--- src/rtl/sample_cap_pkg.sv ---
// Shared types and constants for the sample response capture stage.
// Also holds the MISR update step used by the top.
package sample_cap_pkg;

    localparam int SAMPLE_W = 3;
    localparam int MISR_W   = 8;
    localparam logic [MISR_W-1:0] MISR_POLY = 8'h1D;

    typedef enum logic [1:0] {
        IDLE  = 2'd0,
        RUN   = 2'd1,
        DRAIN = 2'd2
    } state_t;

    // One MISR step: Galois shift with feedback, then fold the sample into the low bits.
    function automatic logic [MISR_W-1:0] misr_next(
        input logic [MISR_W-1:0]   i_sig,
        input logic [SAMPLE_W-1:0] i_sample
    );
        logic [MISR_W-1:0] w_shifted;
        w_shifted = {i_sig[MISR_W-2:0], 1'b0} ^ (i_sig[MISR_W-1] ? MISR_POLY : '0);
        return w_shifted ^ {{(MISR_W-SAMPLE_W){1'b0}}, i_sample};
    endfunction

endpackage

--- src/rtl/sample_cap_fifo.sv ---
// Synchronous show-ahead FIFO: the head entry is presented combinationally.
// Pointers carry one extra wrap bit so full and empty are distinguishable.
module sample_cap_fifo #(
    parameter int DEPTH = 4,
    parameter int WIDTH = 3
) (
    input  logic             clk,
    input  logic             rst,
    input  logic             i_push,
    input  logic [WIDTH-1:0] i_push_data,
    input  logic             i_pop,
    output logic [WIDTH-1:0] o_head,
    output logic             o_full,
    output logic             o_empty
);

    localparam int AW = $clog2(DEPTH);

    logic [WIDTH-1:0] r_mem [DEPTH];
    logic [AW:0]      r_wr_ptr;
    logic [AW:0]      r_rd_ptr;

    logic w_empty;
    logic w_full;
    logic w_do_pop;
    logic w_do_push;

    assign w_empty = (r_wr_ptr == r_rd_ptr);
    assign w_full  = (r_wr_ptr[AW] != r_rd_ptr[AW]) &&
                     (r_wr_ptr[AW-1:0] == r_rd_ptr[AW-1:0]);

    // When full, a push is still taken if the head leaves on the same edge;
    // the write then lands in the slot being vacated.
    assign w_do_pop  = i_pop && !w_empty;
    assign w_do_push = i_push && (!w_full || w_do_pop);

    always_ff @(posedge clk or posedge rst) begin
        if (rst) begin
            r_wr_ptr <= '0;
            r_rd_ptr <= '0;
        end else begin
            if (w_do_push) begin
                r_wr_ptr <= r_wr_ptr + (AW+1)'(1);
            end
            if (w_do_pop) begin
                r_rd_ptr <= r_rd_ptr + (AW+1)'(1);
            end
        end
    end

    always_ff @(posedge clk) begin
        if (w_do_push) begin
            r_mem[r_wr_ptr[AW-1:0]] <= i_push_data;
        end
    end

    assign o_head  = w_empty ? '0 : r_mem[r_rd_ptr[AW-1:0]];
    assign o_full  = w_full;
    assign o_empty = w_empty;

endmodule

--- src/rtl/sample_resp_capture.sv ---
// Capture stage for the sample netlist: run-window FSM, MISR signature,
// saturating sample counter and a buffered valid/ready sample stream.
module sample_resp_capture
    import sample_cap_pkg::*;
#(
    parameter int DEPTH = 4,
    parameter int CNT_W = 16
) (
    input  logic                clk,
    input  logic                rst,
    input  logic                start,
    input  logic                stop,
    input  logic                in_valid,
    input  logic                in_o,
    input  logic                in_p,
    input  logic                in_q,
    output logic                out_valid,
    input  logic                out_ready,
    output logic [SAMPLE_W-1:0] out_data,
    output logic [MISR_W-1:0]   sig,
    output logic [CNT_W-1:0]    count,
    output logic                overflow,
    output logic                busy,
    output logic                done,
    output logic [1:0]          dbg_state
);

    state_t              r_state;
    logic [MISR_W-1:0]   r_sig;
    logic [CNT_W-1:0]    r_count;
    logic                r_overflow;
    logic                r_busy;
    logic                r_done;

    logic [SAMPLE_W-1:0] w_sample;
    logic                w_accept;
    logic                w_pop;
    logic                w_push;
    logic                w_drop;
    logic                w_full;
    logic                w_empty;
    logic [SAMPLE_W-1:0] w_head;

    assign w_sample = {in_o, in_p, in_q};
    assign w_accept = (r_state == RUN) && in_valid;

    // Output handshake: a transfer happens on a rising edge where out_valid and
    // out_ready are both high; out_data stays put until that edge.
    assign w_pop  = out_ready && !w_empty;
    assign w_push = w_accept && (!w_full || w_pop);
    assign w_drop = w_accept && w_full && !w_pop;

    sample_cap_fifo #(
        .DEPTH (DEPTH),
        .WIDTH (SAMPLE_W)
    ) u_fifo (
        .clk         (clk),
        .rst         (rst),
        .i_push      (w_push),
        .i_push_data (w_sample),
        .i_pop       (w_pop),
        .o_head      (w_head),
        .o_full      (w_full),
        .o_empty     (w_empty)
    );

    always_ff @(posedge clk or posedge rst) begin
        if (rst) begin
            r_state    <= IDLE;
            r_sig      <= '0;
            r_count    <= '0;
            r_overflow <= 1'b0;
            r_busy     <= 1'b0;
            r_done     <= 1'b0;
        end else begin
            r_done <= 1'b0;
            case (r_state)
                IDLE: begin
                    if (start) begin
                        r_state    <= RUN;
                        r_busy     <= 1'b1;
                        r_sig      <= '0;
                        r_count    <= '0;
                        r_overflow <= 1'b0;
                    end
                end
                RUN: begin
                    // A sample arriving with stop is still part of the run.
                    if (w_accept) begin
                        r_sig <= misr_next(r_sig, w_sample);
                        if (r_count != '1) begin
                            r_count <= r_count + CNT_W'(1);
                        end
                    end
                    if (w_drop) begin
                        r_overflow <= 1'b1;
                    end
                    if (stop) begin
                        r_state <= DRAIN;
                    end
                end
                DRAIN: begin
                    if (w_empty) begin
                        r_state <= IDLE;
                        r_busy  <= 1'b0;
                        r_done  <= 1'b1;
                    end
                end
                default: begin
                    r_state <= IDLE;
                    r_busy  <= 1'b0;
                end
            endcase
        end
    end

    assign out_valid = !w_empty;
    assign out_data  = w_head;
    assign sig       = r_sig;
    assign count     = r_count;
    assign overflow  = r_overflow;
    assign busy      = r_busy;
    assign done      = r_done;
    assign dbg_state = r_state;

endmodule

--- config.mk ---
export PLATFORM = sky130hd
export DESIGN_NAME = sample_resp_capture
export DESIGN_NICKNAME = d
export VERILOG_FILES = /design/src/rtl/sample_cap_pkg.sv /design/src/rtl/sample_cap_fifo.sv /design/src/rtl/sample_resp_capture.sv
export SDC_FILE = /design/constraint.sdc
export NUM_CORES = 1
export LEC_CHECK = 0
export BUFFER_PORTS_ARGS = -buffer_cell sky130_fd_sc_hd__buf_2
export CORE_ASPECT_RATIO = 1.75
export CORE_MARGIN = 8
export CORE_UTILIZATION = 62
export CTS_BUF_LIST = sky130_fd_sc_hd__clkbuf_4
export DETAILED_ROUTE_END_ITERATION = 10
export PLACE_DENSITY = 0.87
export SYNTH_ARGS = -nofsm -noshare
export SYNTH_HDL_FRONTEND = slang
export SYNTH_HIERARCHICAL = 1
export SYNTH_SLANG_ARGS = --single-unit
export TNS_END_PERCENT = 1
--- constraint.sdc ---
create_clock -name clk -period 5 [get_ports clk]
set_input_delay 0.25 -clock clk [delete_from_list [all_inputs] [get_ports clk]]
set_output_delay 0.25 -clock clk [all_outputs]
set_load 0.05 [all_outputs]
Word level (Yosys, flattened, before mapping)
Memories as Yosys holds them, arrays and structs flattened.
Index checks and enable logic that the tools add are counted.
{"block": "op_classes", "bitwise": 3, "n_eq_ne": 12, "addsub": 3, "reduce_logical": 20, "mux": 23}
{"cell": "16-bit two-way mux", "n": 3}
{"cell": "16-bit one-hot mux with 2 select lines", "n": 1}
{"cell": "16-bit by 1-bit adder with 16-bit output, second input constant", "n": 1}
{"cell": "8-bit two-way mux", "n": 2}
{"cell": "16-bit != test, second input constant", "n": 1}
{"cell": "8-bit one-hot mux with 2 select lines", "n": 1}
{"cell": "3-bit AND reduction", "n": 4}
{"cell": "1-bit logical AND", "n": 8}
{"cell": "1-bit two-way mux", "n": 8}
{"cell": "2-bit != test, second input constant", "n": 4}
{"cell": "8-bit by 3-bit XOR with 8-bit output", "n": 1}
{"cell": "8-bit by 5-bit XOR with 8-bit output", "n": 1}
{"cell": "3-bit by 1-bit adder with 3-bit output, second input constant", "n": 2}
{"cell": "2-bit two-way mux", "n": 3}
{"cell": "2-bit one-hot mux with 3 select lines", "n": 1}
{"cell": "5-bit two-way mux", "n": 1}
{"cell": "2-bit by 1-bit != test with 1-bit output, second input constant", "n": 2}
{"cell": "4-bit AND reduction", "n": 1}
{"cell": "3-bit equality test", "n": 1}
{"cell": "1-bit zero test", "n": 3}
{"cell": "3-bit two-way mux", "n": 1}
{"cell": "1-bit one-hot mux with 3 select lines", "n": 1}
{"cell": "2-bit by 1-bit equality test with 1-bit output, second input constant", "n": 1}
{"cell": "2-bit equality test", "n": 1}
{"cell": "other kinds (7)", "n": 8}
{"block": "word_totals", "register_bits": 35, "n_memories": 1, "output_inout_bits": 33, "input_bits": 9, "wordCells": 70, "ramBits": 12}
{"name": "u_fifo.r_mem", "depth": 4, "word_bits": 3, "read_ports": 1, "rd_ports_with_merged_regs": 0, "write_ports": 1, "line_no": "sample_cap_fifo.sv:19", "text": "logic [WIDTH-1:0] r_mem [DEPTH];"}

Depth between registers and ports, before layout
{"block": "logic_depth", "ltp_word": 8, "mapped_depth": 9, "mapped_depth_nobuf": 8}

Cells and area by module
Netlist, hierarchy kept.
{"module": "sample_resp_capture", "n_inst": 1, "area_each_um2": 1541.5, "cells_each": 165, "seq_area_each_um2": 725.7}
{"module": "sample_cap_fifo", "n_inst": 1, "area_each_um2": 899.6, "cells_each": 55, "seq_area_each_um2": 510.5}

Least setup slack after synthesis
No wires, ideal clock.
{"block": "synth_path", "path_kind": "flip-flop to flip-flop", "startpoint": "register u_fifo.r_rd_ptr[0]", "endpoint": "memory u_fifo.r_mem[0][0], enable pin", "required_time_ps": 4747, "path_stages_with_launch": 9, "path_slack_ps": 2307, "path_buffers": 1, "period_less_slack_ps": 2693, "setup_ps": 253, "arrival_time_ps": 2440, "path_cell_list": "dfrtp_1 -> buf_6 -> xor2_4 -> nor3_1 -> inv_1 -> nand2_1 -> inv_1 -> or4_1 -> and3_1"}
{"block": "synth_via", "elab_chain_cells": 8, "word_cells_on_any_way": 13, "cone_classes": "eq/ne (2); mux (2); reduce/logical (9)"}
{"element": "start, declared", "line_no": "sample_cap_fifo.sv:21", "text": "logic [AW:0] r_rd_ptr;"}
{"element": "start signal, assigned", "line_no": "sample_cap_fifo.sv:46", "text": "r_rd_ptr <= r_rd_ptr + (AW+1)'(1);"}
{"element": "3-bit equality test *", "line_no": "sample_cap_fifo.sv:28", "text": "assign w_empty = (r_wr_ptr == r_rd_ptr);"}
{"element": "named net w_empty", "line_no": "sample_resp_capture.sv:41", "text": "logic w_empty;"}
{"element": "1-bit zero test *"}
{"element": "named net out_valid", "line_no": "sample_resp_capture.sv:17", "text": "output logic out_valid,"}
{"element": "1-bit logical AND *", "line_no": "sample_resp_capture.sv:49", "text": "assign w_pop = out_ready && !w_empty;"}
{"element": "named net w_pop", "line_no": "sample_resp_capture.sv:37", "text": "logic w_pop;"}
{"element": "1-bit logical OR or 1-bit logical AND (tied branches)", "line_no": "sample_resp_capture.sv:50, sample_cap_fifo.sv:34"}
{"element": "1-bit logical AND or 1-bit logical OR (tied branches)", "line_no": "sample_resp_capture.sv:50, sample_cap_fifo.sv:35"}
{"element": "1-bit logical AND *", "line_no": "sample_cap_fifo.sv:35", "text": "assign w_do_push = i_push && (!w_full || w_do_pop);"}
{"element": "1-bit two-way mux *", "line_no": "sample_cap_fifo.sv:52", "text": "if (w_do_push) begin"}
{"element": "1-bit two-way mux (implied by the code) *", "line_no": "sample_cap_fifo.sv:53", "text": "r_mem[r_wr_ptr[AW-1:0]] <= i_push_data;"}
{"element": "end, declared", "line_no": "sample_cap_fifo.sv:19"}
Mark *: on every way through the listed nets, which the timed path passes. The rest lies on a longest branch.

Worst setup path after layout
{"block": "layout_path", "startpoint": "register u_fifo.r_rd_ptr[0]", "endpoint": "memory u_fifo.r_mem[0][2], enable pin"}
{"block": "layout_via", "elab_chain_cells": 8, "word_cells_on_any_way": 13, "cone_classes": "eq/ne (2); mux (2); reduce/logical (9)"}
{"element": "3-bit equality test *", "line_no": "sample_cap_fifo.sv:28"}
{"element": "named net w_empty", "line_no": "sample_resp_capture.sv:41"}
{"element": "1-bit zero test *", "line_no": "sample_resp_capture.sv:49"}
{"element": "1-bit logical AND *", "line_no": "sample_resp_capture.sv:49"}
{"element": "named net w_pop", "line_no": "sample_resp_capture.sv:37"}
{"element": "1-bit logical OR or 1-bit logical AND (tied branches)", "line_no": "sample_resp_capture.sv:50, sample_cap_fifo.sv:34"}
{"element": "1-bit logical AND or 1-bit logical OR (tied branches)", "line_no": "sample_resp_capture.sv:50, sample_cap_fifo.sv:35"}
{"element": "1-bit logical AND *", "line_no": "sample_cap_fifo.sv:35"}
{"element": "1-bit two-way mux *", "line_no": "sample_cap_fifo.sv:52"}
{"element": "1-bit two-way mux (implied by the code) *", "line_no": "sample_cap_fifo.sv:53"}
Marks and branches as above.

==> impl_results.md <==
- Synth warn: 6
- Mapped Avg Cell Area: 11.1 um2
- Routed wire length: just under 6000 um
- Clk_lat worst skew: approximately 0.36 ns
- Synth-to-layout area growth: 12.9%
- Worst EP required: 5.14 ns
- Die height: 99.0 um
- Cell count after synthesis: 220
- Count leader, synth: dfrtp_1
- Setup CP Type: flop to flop
- Met1 Use GR: ~18%
- Most instantiated cells after synthesis: 35 x dfrtp_1, 23 x nand2_1, 12 x edfxtp_1, 12 x inv_1
- Fin crit share: 55.6%
- RSZ-0062 raised after global routing: no
- R2R Setup Slk: ~2.2 ns
- Clk pin slew, worst setup/hold paths: approximately 0.15 ns
- Routing usage on met2: 36.8%
- Relative slew slack: roughly 33%
- Pleak: 1.24 nW
- Clock skew: approximately 0.0096 ns
- CTS root buf: clkbuf_4
- Worst-case reg-to-reg path depth: 7
- All-layer global routing usage: 19.2%
- Core ar.: 3830 um2
- Sequential area share after synthesis: 50.6%
- Fmax: roughly 360 MHz
- Yosys cell types: 51
- GRT Max-Usage Layer: met2
- CP top delay family: simple AND/OR/NAND/NOR gates
- Placed cell area: 2660 um2
- Layout cells sized above 1: 22.6%
- Routability cong.: 0.792
- TritonCTS Buffers: 5
- Slowest stage cell on the critical path: or4_1
- Max-Cap Viols: 0
- GR met3 Demand/Resource: about 4.2%
- Outcome: complete, no violations
- Maximum number of pins on one net before global-route repair: 28
- Switching fraction of total power: 50.4%
- Fin crit period: 2.78 ns
- Port bufs: 41
- Psw: between 0.8 and 0.9 mW
- Sinks on Clock Net: 47
- Vias per cell: 6.25
- Hold Fails Final Rpt: 0
- Seq pwr share: roughly 36%
- Share of the synthesized area in the top cell type: between 30% and 40%
- Combinational Power Share: between 40% and 50%
- Antenna violations before repair: 0
- Ranking of synthesized cells by area: dfrtp_1 36%, edfxtp_1 15%, xnor2_1 3.6%, nand2_1 3.5%, mux4_1 3.2%
- CTS tree: done
- Worst Hold Depth: 2
- Initial DRC Count: 75
- Global route overflow: 0
- Die ar.: 6280 um2
- Via count: ~1900
- Vias in the first global route: between 2000 and 2500
- Crit path top cell by count: inv_1
- Clock network power share: 14.3%
- Cell Area, Synth: 2440 um2
- CP max stage delay: 0.61 ns
- # DRC: 0
- Dpl hpwl: 4350 um
- Int Power: 0.830 mW
- Post-Syn Nets: 235
- Post-CTS sizing: 0
- # setup viols final: 0
- ANT nets after route: 0
- Hold Path Class: primary input to flop
- FF+latch count, synth: 47
- Setup crit end kind: flop
- Avg WL per Cell: about 19 um
- Post-route cell area: 2760 um2
- Data arrival, critical path: about 3 ns
- Async set-or-reset flop fraction in the synthesized netlist: 74.5%
- Dominant synthesized flop cell: dfrtp_1
- Critical Path Stages: 7
- PwrDens: 607 nW/um2
- Fin nets: 275
- Post-synth EDFFs: 12
- First-pass GRT wire length: 9520 um
- VDD IR max: 0.457 mV
- Buf+Inv Stages, Crit Path: 2
- Rows: 30
- Leading area contributor after synthesis: dfrtp_1
- Slew Viols, Final: 0
- Worst-path maximum fanout: 7
- CP startpoint kind: flop
- Worst path cell trace: xor2_4 -> nor3_1 -> inv_1 -> nand2_1 -> inv_1 -> or4_1 -> and3_1
- IO Pins: 42
- Initial Utilization: 63.8%
- Chip Width: 63.4 um
- Inserted Diodes: 0
- Htree depth: 2
- Maximum root-to-sink buffer count: 2
- Worst-Margin Slew: 0.997 ns
- DR pass1 iterations: 4
- Sum Neg Setup Slack: 0 ns
## final timing paths
check / start / end
setup / recovery: u_fifo/r_rd_ptr[0] / u_fifo/r_mem[0][2]
hold / removal: stop / dbg_state[1]
setup reg to reg: u_fifo/r_rd_ptr[0] / u_fifo/r_mem[0][2]
hold reg to reg: sig[6] / sig[6]
max in group asynchronous: rst / sig[2]
min in group asynchronous: rst / busy
## placed cells by master (no fill, tap or decap), types with 6 or more instances in the layout
master	instances
a22o_1	7
buf_2	41
dfrtp_1	35
edfxtp_1	12
ha_1	6
inv_1	12
nand2_1	23
nand3_1	6
nor2_1	6
nor3_1	7
nor4_1	6
o21ai_0	10
xnor2_1	10
## routing by layer
| metal | up-vias | wire [um] |
|---|---|---|
| li1 | 895 | - |
| met1 | 949 | 2040 |
| met2 | 70 | 3370 |
| met3 | 17 | 240 |
| met4 | 0 | 207 |
| met5 | - | 0 |
## area by class of cell
class,count,area [um2]
flip-flops and latches,47,1240
multi-input cells,151,1110
fillers,307,1070
repair buffers,43,223
well taps,48,60.1
clock inverters,3,47.5
inverters,12,45.0
clock buffers,5,37.5
## timing repair
item,4_1_cts,5_1_grt
endpoints found under the hold margin,8,0
setup buffers,0,0
hold buffers,1,0
## cells by family (layout without fill, tap and decap cells)
kind of cell / Yosys count / in the layout / share of synthesized area (%)
and+or+nand+nor: 74 / 74 / 16.0
AOI/OAI and AO/OA: 49 / 49 / 14.7
muxes: 8 / 8 / 5.43
xor gates and xnor gates: 14 / 14 / 6.10
DFF: 47 / 47 / 50.6
buffers and inverters: 22 / 63 / 4.00
adders and majority gates: 6 / 6 / 3.08
## flip-flops by register name, summed over array words and instances, names as in the netlist
name	flops
u_fifo/r_wr_ptr	3
dbg_state	2
count	16
done	1
busy	1
u_fifo/r_rd_ptr	3
sig	8
u_fifo/r_mem	12
overflow	1
## per-stage QoR
step	power (mW)	std cells	worst slack (ns)	util [%]	hold slack, ns
6_report	1.67	309	2.22	72.0	0.119
5_1_grt	1.77	309	1.99	72.0	0.107
4_1_cts	1.68	309	2.22	72.0	0.111
3_5_place_dp	1.44	300	2.24	69.5	0.127
3_3_place_gp	1.42	300	2.41	69.5	0.119
2_1_floorplan	1.24	220	2.31	-	0.0410
## worst reg2reg max path: cells and delay by family (launching register included)
family / cells / cell delay, ns
xor gates and xnor gates: 1 / 0.26
buffers and inverters: 2 / 0.25
DFF: 1 / 0.54
and+or+nand+nor: 4 / 1.51
## power groups by stage
| stage | Clock, mW | Sequential, mW | Combinational [mW] |
|---|---|---|---|
| floorplan | 0 | 0.737 | 0.505 |
| global placement | 0 | 0.603 | 0.817 |
| detailed placement | 0 | 0.608 | 0.833 |
| CTS | 0.243 | 0.601 | 0.838 |
| global route | 0.257 | 0.616 | 0.899 |
| finish | 0.240 | 0.601 | 0.833 |
Note: power is estimated with default switching activity, not from simulation.
